$ cat config.mk
export PLATFORM = sky130hd
export DESIGN_NAME = rle_stream_arbiter
export DESIGN_NICKNAME = d
export VERILOG_FILES = /design/src/rtl/rle_stream_arbiter.sv
export SDC_FILE = /design/constraint.sdc
export NUM_CORES = 1
export LEC_CHECK = 0
export CORE_MARGIN = 2
export CORE_UTILIZATION = 35
export CTS_BUF_LIST = sky130_fd_sc_hd__clkbuf_4 sky130_fd_sc_hd__clkbuf_8
export CTS_CLUSTER_SIZE = 14
export DETAILED_ROUTE_END_ITERATION = 10
export HOLD_SLACK_MARGIN = 0.12
export PLACE_DENSITY = 0.6
export SLEW_MARGIN = 10
export SYNTH_ARGS = -nofsm -noshare
export SYNTH_HDL_FRONTEND = slang
export SYNTH_SLANG_ARGS = --single-unit
$ cat constraint.sdc
create_clock -name clk -period 5.1 [get_ports clk]
set_clock_uncertainty 0.15 [all_clocks]
set_input_delay 0.51 -clock clk [delete_from_list [all_inputs] [get_ports clk]]
set_output_delay 0.51 -clock clk [all_outputs]
set_load 0.01 [all_outputs]
$ cat src/rtl/rle_stream_arbiter.sv
// rle_stream_arbiter
//   Merges the two RLE channel streams (ch0 = approximation, ch1 = detail)
//   onto one tagged valid/ready link. Each channel has its own small FIFO.
//   A round-robin arbiter drains the FIFOs into a registered output stage.
//   Output word: {ch_id, value, count}, with ch_id in the MSB.
//   Optional build macro RLE_ARB_STATS_EN adds per-channel saturating
//   counters for emitted words and dropped pushes.
module rle_stream_arbiter #(
   parameter int DEPTH = 4,
   parameter int VW    = 9,
   parameter int CW    = 8
) (
   input  logic                 clk,
   input  logic                 rst,
   input  logic [VW-1:0]        ch0_value,
   input  logic [CW-1:0]        ch0_count,
   input  logic                 ch0_valid,
   input  logic [VW-1:0]        ch1_value,
   input  logic [CW-1:0]        ch1_count,
   input  logic                 ch1_valid,
   output logic [VW+CW:0]       out_data,
   output logic                 out_valid,
   input  logic                 out_ready,
   output logic [1:0]           ch_full,
   output logic [1:0]           ovf,
`ifdef RLE_ARB_STATS_EN
   output logic [15:0]          stat_words0,
   output logic [15:0]          stat_words1,
   output logic [15:0]          stat_drops0,
   output logic [15:0]          stat_drops1,
`endif
   input  logic                 clr_ovf
);

   localparam int AW   = (DEPTH > 1) ? $clog2(DEPTH) : 1;
   localparam int CNTW = $clog2(DEPTH + 1);
   localparam int EW   = VW + CW;

   typedef enum logic {G0 = 1'b0, G1 = 1'b1} grant_t;

   // FIFO storage and bookkeeping, indexed by channel
   logic [EW-1:0]   r_mem    [2][DEPTH];
   logic [AW-1:0]   r_wr_ptr [2];
   logic [AW-1:0]   r_rd_ptr [2];
   logic [CNTW-1:0] r_count  [2];

   logic [VW+CW:0]  r_out_data;
   logic            r_out_valid;
   logic [1:0]      r_ovf;
   grant_t          r_last_grant;
   grant_t          w_next_grant;

   logic [EW-1:0]   w_in_word [2];
   logic [1:0]      w_in_valid;
   logic [1:0]      w_nempty;
   logic [1:0]      w_full;
   logic [1:0]      w_pop;
   logic [1:0]      w_push;
   logic [1:0]      w_drop;
   logic            w_load_en;
   logic            w_grant;
   logic            w_pop_any;

   assign w_in_word[0] = {ch0_value, ch0_count};
   assign w_in_word[1] = {ch1_value, ch1_count};
   assign w_in_valid   = {ch1_valid, ch0_valid};

   // Occupancy-derived status flags
   always_comb begin
      for (int n = 0; n < 2; n++) begin
         w_nempty[n] = (r_count[n] != CNTW'(0));
         w_full[n]   = (r_count[n] == CNTW'(DEPTH));
      end
   end

   assign w_load_en = !r_out_valid || out_ready;
   assign w_pop_any = w_load_en && (|w_nempty);

   // Round-robin grant: alternate when both channels have data
   always_comb begin
      w_grant = 1'b0;
      if (w_nempty[0] && w_nempty[1]) begin
         w_grant = (r_last_grant == G0) ? 1'b1 : 1'b0;
      end else if (w_nempty[1]) begin
         w_grant = 1'b1;
      end else begin
         w_grant = 1'b0;
      end
   end

   // Pop/push/drop decisions; a full FIFO still accepts when popped this cycle
   always_comb begin
      w_pop  = 2'b00;
      w_push = 2'b00;
      w_drop = 2'b00;
      for (int n = 0; n < 2; n++) begin
         w_pop[n]  = w_pop_any && (w_grant == n[0]);
         w_push[n] = w_in_valid[n] && (!w_full[n] || w_pop[n]);
         w_drop[n] = w_in_valid[n] && !w_push[n];
      end
   end

   // Arbiter next state: last_grant moves only on an actual pop
   always_comb begin
      w_next_grant = r_last_grant;
      if (w_pop_any) begin
         w_next_grant = w_grant ? G1 : G0;
      end else begin
         w_next_grant = r_last_grant;
      end
   end

   // Arbiter state register; after reset channel 0 wins first
   always_ff @(posedge clk) begin
      if (rst) begin
         r_last_grant <= G1;
      end else begin
         r_last_grant <= w_next_grant;
      end
   end

   // FIFO storage writes (contents need no reset; pointers gate visibility)
   always_ff @(posedge clk) begin
      for (int n = 0; n < 2; n++) begin
         if (!rst && w_push[n]) begin
            r_mem[n][r_wr_ptr[n]] <= w_in_word[n];
         end
      end
   end

   // FIFO pointers and occupancy counters
   always_ff @(posedge clk) begin
      for (int n = 0; n < 2; n++) begin
         if (rst) begin
            r_wr_ptr[n] <= AW'(0);
            r_rd_ptr[n] <= AW'(0);
            r_count[n]  <= CNTW'(0);
         end else begin
            if (w_push[n]) begin
               r_wr_ptr[n] <= r_wr_ptr[n] + AW'(1);
            end
            if (w_pop[n]) begin
               r_rd_ptr[n] <= r_rd_ptr[n] + AW'(1);
            end
            case ({w_push[n], w_pop[n]})
               2'b10:   r_count[n] <= r_count[n] + CNTW'(1);
               2'b01:   r_count[n] <= r_count[n] - CNTW'(1);
               default: r_count[n] <= r_count[n];
            endcase
         end
      end
   end

   // Registered output stage: load granted word, or go idle when both empty
   always_ff @(posedge clk) begin
      if (rst) begin
         r_out_valid <= 1'b0;
         r_out_data  <= '0;
      end else if (w_load_en) begin
         if (w_pop_any) begin
            r_out_valid <= 1'b1;
            r_out_data  <= {w_grant, r_mem[w_grant][r_rd_ptr[w_grant]]};
         end else begin
            r_out_valid <= 1'b0;
         end
      end
   end

   // Sticky overflow flags; a new drop beats a simultaneous clear
   always_ff @(posedge clk) begin
      if (rst) begin
         r_ovf <= 2'b00;
      end else begin
         for (int n = 0; n < 2; n++) begin
            if (w_drop[n]) begin
               r_ovf[n] <= 1'b1;
            end else if (clr_ovf) begin
               r_ovf[n] <= 1'b0;
            end
         end
      end
   end

   assign out_data  = r_out_data;
   assign out_valid = r_out_valid;
   assign ovf       = r_ovf;
   assign ch_full   = w_full;

`ifdef RLE_ARB_STATS_EN
   logic [15:0] r_stat_words [2];
   logic [15:0] r_stat_drops [2];

   // Saturating per-channel counters of emitted words and dropped pushes
   always_ff @(posedge clk) begin
      for (int n = 0; n < 2; n++) begin
         if (rst) begin
            r_stat_words[n] <= 16'h0000;
            r_stat_drops[n] <= 16'h0000;
         end else begin
            if (w_pop[n] && (r_stat_words[n] != 16'hFFFF)) begin
               r_stat_words[n] <= r_stat_words[n] + 16'h0001;
            end
            if (clr_ovf) begin
               r_stat_drops[n] <= w_drop[n] ? 16'h0001 : 16'h0000;
            end else if (w_drop[n] && (r_stat_drops[n] != 16'hFFFF)) begin
               r_stat_drops[n] <= r_stat_drops[n] + 16'h0001;
            end
         end
      end
   end

   assign stat_words0 = r_stat_words[0];
   assign stat_words1 = r_stat_words[1];
   assign stat_drops0 = r_stat_drops[0];
   assign stat_drops1 = r_stat_drops[1];
`endif

endmodule

==> summary.md <==
| Metric | Value |
|---|---|
| Final setup violation count | `0` |
| Number of antenna diodes | `0` |
| Simple-gate share of the synthesized area | `0.0500` |
| Flip-flop and latch count after synthesis | `172` |
| Post-synthesis cell count | `373` |
| RePlAce Congestion | `0.796` |
| Clock tree from TritonCTS | `done` |
| Pwr Density | `496 mW/mm^2` |
| Clock Sinks | `172` |
| Cell breakdown of the critical path | `nor3_4 > a21o_1 > a21boi_2 > nand2b_1 > ha_1 > nor2b_1 > a21oi_1 > a211oi_1` |
| Floorplan die width | `145 um` |
| Global-route wire length before repair | `19,900 um` |
| Critical Setup Path Class | `register to register` |
| Count of buffering cells on the critical path with inverters included | `0` |
| Main combinational cell family by area after synthesis | `multiplexers` |
| TritonCTS buffer count | `17` |
| Max-cap check violation count | `0` |
| Clk slew on worst S/H paths | `0.09 ns` |
| Number of remaining DRC errors | `0` |
| Most common cell after layout, fill and taps aside | `sky130_fd_sc_hd__edfxtp_1` |
| Worst-Skew Late Latency | `0.45 ns` |
| Antenna violations before repair | `0` |
| Worst setup margin | `1.90 ns` |
| Area fraction in compound gates after synthesis | `0.0393` |
| Final Cycle Share | `0.627` |
| Overall global routing resource usage | `0.134` |
| Count of cells resized by post-cts repair | `0` |
| Outcome | `completed` |
| Count of standard-cell rows | `51` |
| Worst rel slew slack | `0.339` |
| Endpoint type of the worst setup path | `register` |
| Post-CTS repair timing setup buffer count | `0` |
| Static Leak | `0.00277 uW` |
| Category of cells accounting for the largest share of critical-path delay | `compound AO/OA/AOI/OAI gates` |
| Post-Place Worst Slack | `1.76 ns` |
| DRT Pass-1 Iters | `4` |
| Post-DR wirelength/cell | `18.1 um` |
| Startpoint type of the worst setup path | `register` |
| CTS Root Buffer Type | `sky130_fd_sc_hd__clkbuf_8` |
| Filler instances | `1,763` |
| Post-detailed-placement half-perimeter wirelength | `8680 um` |
| Post-Syn Nets | `429` |
| IO buf count | `62` |
| Maximum number of pins on one net before global-route repair | `51` |
| Average cell area after synthesis | `18.5 sq um` |
| Io pins | `63` |
| Warnings, synthesis | `0` |
| Count of routing violations after the opening detailed-route iteration | `248` |
| Starting density of the core | `0.356` |
| Area grow syn2layout | `19.1%` |
| Most frequent cells in the layout | `sky130_fd_sc_hd__edfxtp_1 (150), sky130_fd_sc_hd__clkdlybuf4s50_1 (61), sky130_fd_sc_hd__mux4_2 (34), sky130_fd_sc_hd__nor2_1 (24), sky130_fd_sc_hd__dfxtp_1 (22)` |
| Peak clock frequency supported by timing | `0.313 GHz` |
| Share of cells above drive strength 1 | `0.200` |
| Met1 demand-to-capacity share in global routing | `0.171` |
| Critical path fanouts, max | `18` |
| Highest ir drop seen on vdd | `0.000255 V` |
| Share of async-settable or async-resettable flops after synthesis | `0` |
| Number of H-tree branching levels | `4` |
| Busiest metal layer after global routing | `met2` |
| Antenna violation net count after detailed routing | `0` |
| Post-synth cell types | `40` |
| Net count reported at finish | `503` |
| Xor/xnor share of the synthesized area | `0.00380` |
| Main flop type after synthesis | `sky130_fd_sc_hd__edfxtp_1` |
| Post-Layout Inst Area | `0.00823 sq mm` |
| Number of enable flip-flop cells after synthesis | `150` |
| Standard cell core area | `0.0194 sq mm` |
| Drt total wl | `13,200 um` |
| Highest cell delay on the worst timing path | `0.73 ns` |
| Required time at the endpoint of the critical path | `5.21 ns` |
| Fraction of met2 tracks used by global routing | `0.223` |
| Register area share after synthesis | `0.716` |
| Cts hold-fix bufs | `0` |
| Endpoint arrival time on the critical path | `3.31 ns` |
| Total die area | `0.0209 sq mm` |
| Fraction of met3 tracks used by global routing | `0.0318` |
| Fin. max-slew vios | `0` |
| Setup TNS | `0 ns` |
| Class of the tightest hold or removal check | `register to register` |
| Die boundary height | `145 um` |
| Area share of fa/ha/maj cells after synthesis | `0.0301` |
| Post-synthesis instance area | `0.00691 sq mm` |
| Vias per cell | `4.82` |
| Instance area at placement | `0.00787 sq mm` |
| Number of hold violations in the final report | `0` |
| Least-Margin Pin Slew | `0.991 ns` |
| Fraction of synthesized area in multiplexers | `0.137` |
| Vias in the first global route | `3,585` |
| Congestion Overflow GR | `0` |
| Setup repair after global routing missed its margin | `false` |
| Largest buffer count on any clock path | `2` |
| Total via count in the routed design | `3,493` |
| Tmin final | `3.20 ns` |
| Cell type of the slowest stage on the worst timing path | `sky130_fd_sc_hd__a21o_1` |
==> registers in the layout, indices dropped and copies added (netlist names) <==
signal and count:
r_rd_ptr 4, r_count 6, out_valid 1, r_last_grant 1, out_data 18, ovf 2, r_wr_ptr 4, r_mem 136
==> final timing paths <==
kind,start,end,cells after the start,slack [ns]
max,r_count[1][1]$_SDFFCE_PN0P_,r_count[0][2]$_DFFE_PP_,8,1.90
min,out_data[17]$_SDFFE_PP0P_,out_data[17]$_SDFFE_PP0P_,2,0.31
min reg2reg,out_data[17]$_SDFFE_PP0P_,out_data[17]$_SDFFE_PP0P_,2,0.31
max reg2reg,r_count[1][1]$_SDFFCE_PN0P_,r_count[0][2]$_DFFE_PP_,8,1.90
==> metrics by stage <==
stage	hold WS (ns)	std cells	utilization	total power, uW
finish	0.312	725	0.424	4080
global route	0.345	725	0.424	4310
CTS	0.317	725	0.424	4150
detailed placement	0.304	693	0.406	3270
global placement	0.297	693	0.406	3230
floorplan	0.324	373	-	2830
==> power breakdown <==
group	switching, uW	internal [uW]
registers	167	1740
logic	635	665
clock network	445	428
==> Yosys cell counts, types with 3 or more instances <==
cell type	count	share of area
sky130_fd_sc_hd__edfxtp_1	150	0.65
sky130_fd_sc_hd__buf_4	3	0.0033
sky130_fd_sc_hd__a211oi_1	18	0.020
sky130_fd_sc_hd__a21o_1	3	0.0033
sky130_fd_sc_hd__nor3b_1	5	0.0054
sky130_fd_sc_hd__clkbuf_1	6	0.0033
sky130_fd_sc_hd__nor4b_1	5	0.0063
sky130_fd_sc_hd__dfxtp_1	22	0.064
sky130_fd_sc_hd__nor2b_1	4	0.0036
sky130_fd_sc_hd__ha_1	15	0.027
sky130_fd_sc_hd__mux2i_1	18	0.026
sky130_fd_sc_hd__inv_1	13	0.0071
sky130_fd_sc_hd__a21oi_1	4	0.0029
sky130_fd_sc_hd__buf_2	5	0.0036
sky130_fd_sc_hd__nor3_1	10	0.0072
sky130_fd_sc_hd__mux4_2	34	0.11
sky130_fd_sc_hd__o21bai_1	3	0.0033
sky130_fd_sc_hd__nor2_1	24	0.013
sky130_fd_sc_hd__nand2b_1	6	0.0054
==> cell families after synthesis <==
| family | after synthesis |
|---|---|
| adders and majority gates | 16 |
| buffers and inverters | 32 |
| AOI/OAI and AO/OA | 36 |
| muxes | 52 |
| and+or+nand+nor | 62 |
| xor gates and xnor gates | 3 |
| DFF | 172 |
==> worst min-delay path, stage by stage (launching register included) <==
cell and delay, ns:
sky130_fd_sc_hd__dfxtp_1 0.32, sky130_fd_sc_hd__nand2_1 0.05, sky130_fd_sc_hd__a21oi_1 0.05
==> final cells by class <==
class	instances	area [sq um]	share of cell area
flip-flops and latches	172	4940	0.601
clock inverters	8	71.3	0.00866
well taps	265	332	0.0403
repair buffers	73	698	0.0848
clock buffers	24	293	0.0356
multi-input cells	169	1840	0.224
inverters	14	52.6	0.00638
==> layer usage <==
layer	routed length, um	vias up
met2	6550	75
met1	5890	1777
met4	211	0
met5	0	-
met3	504	16
li1	-	1625
Power figures use the tool's default switching activity.
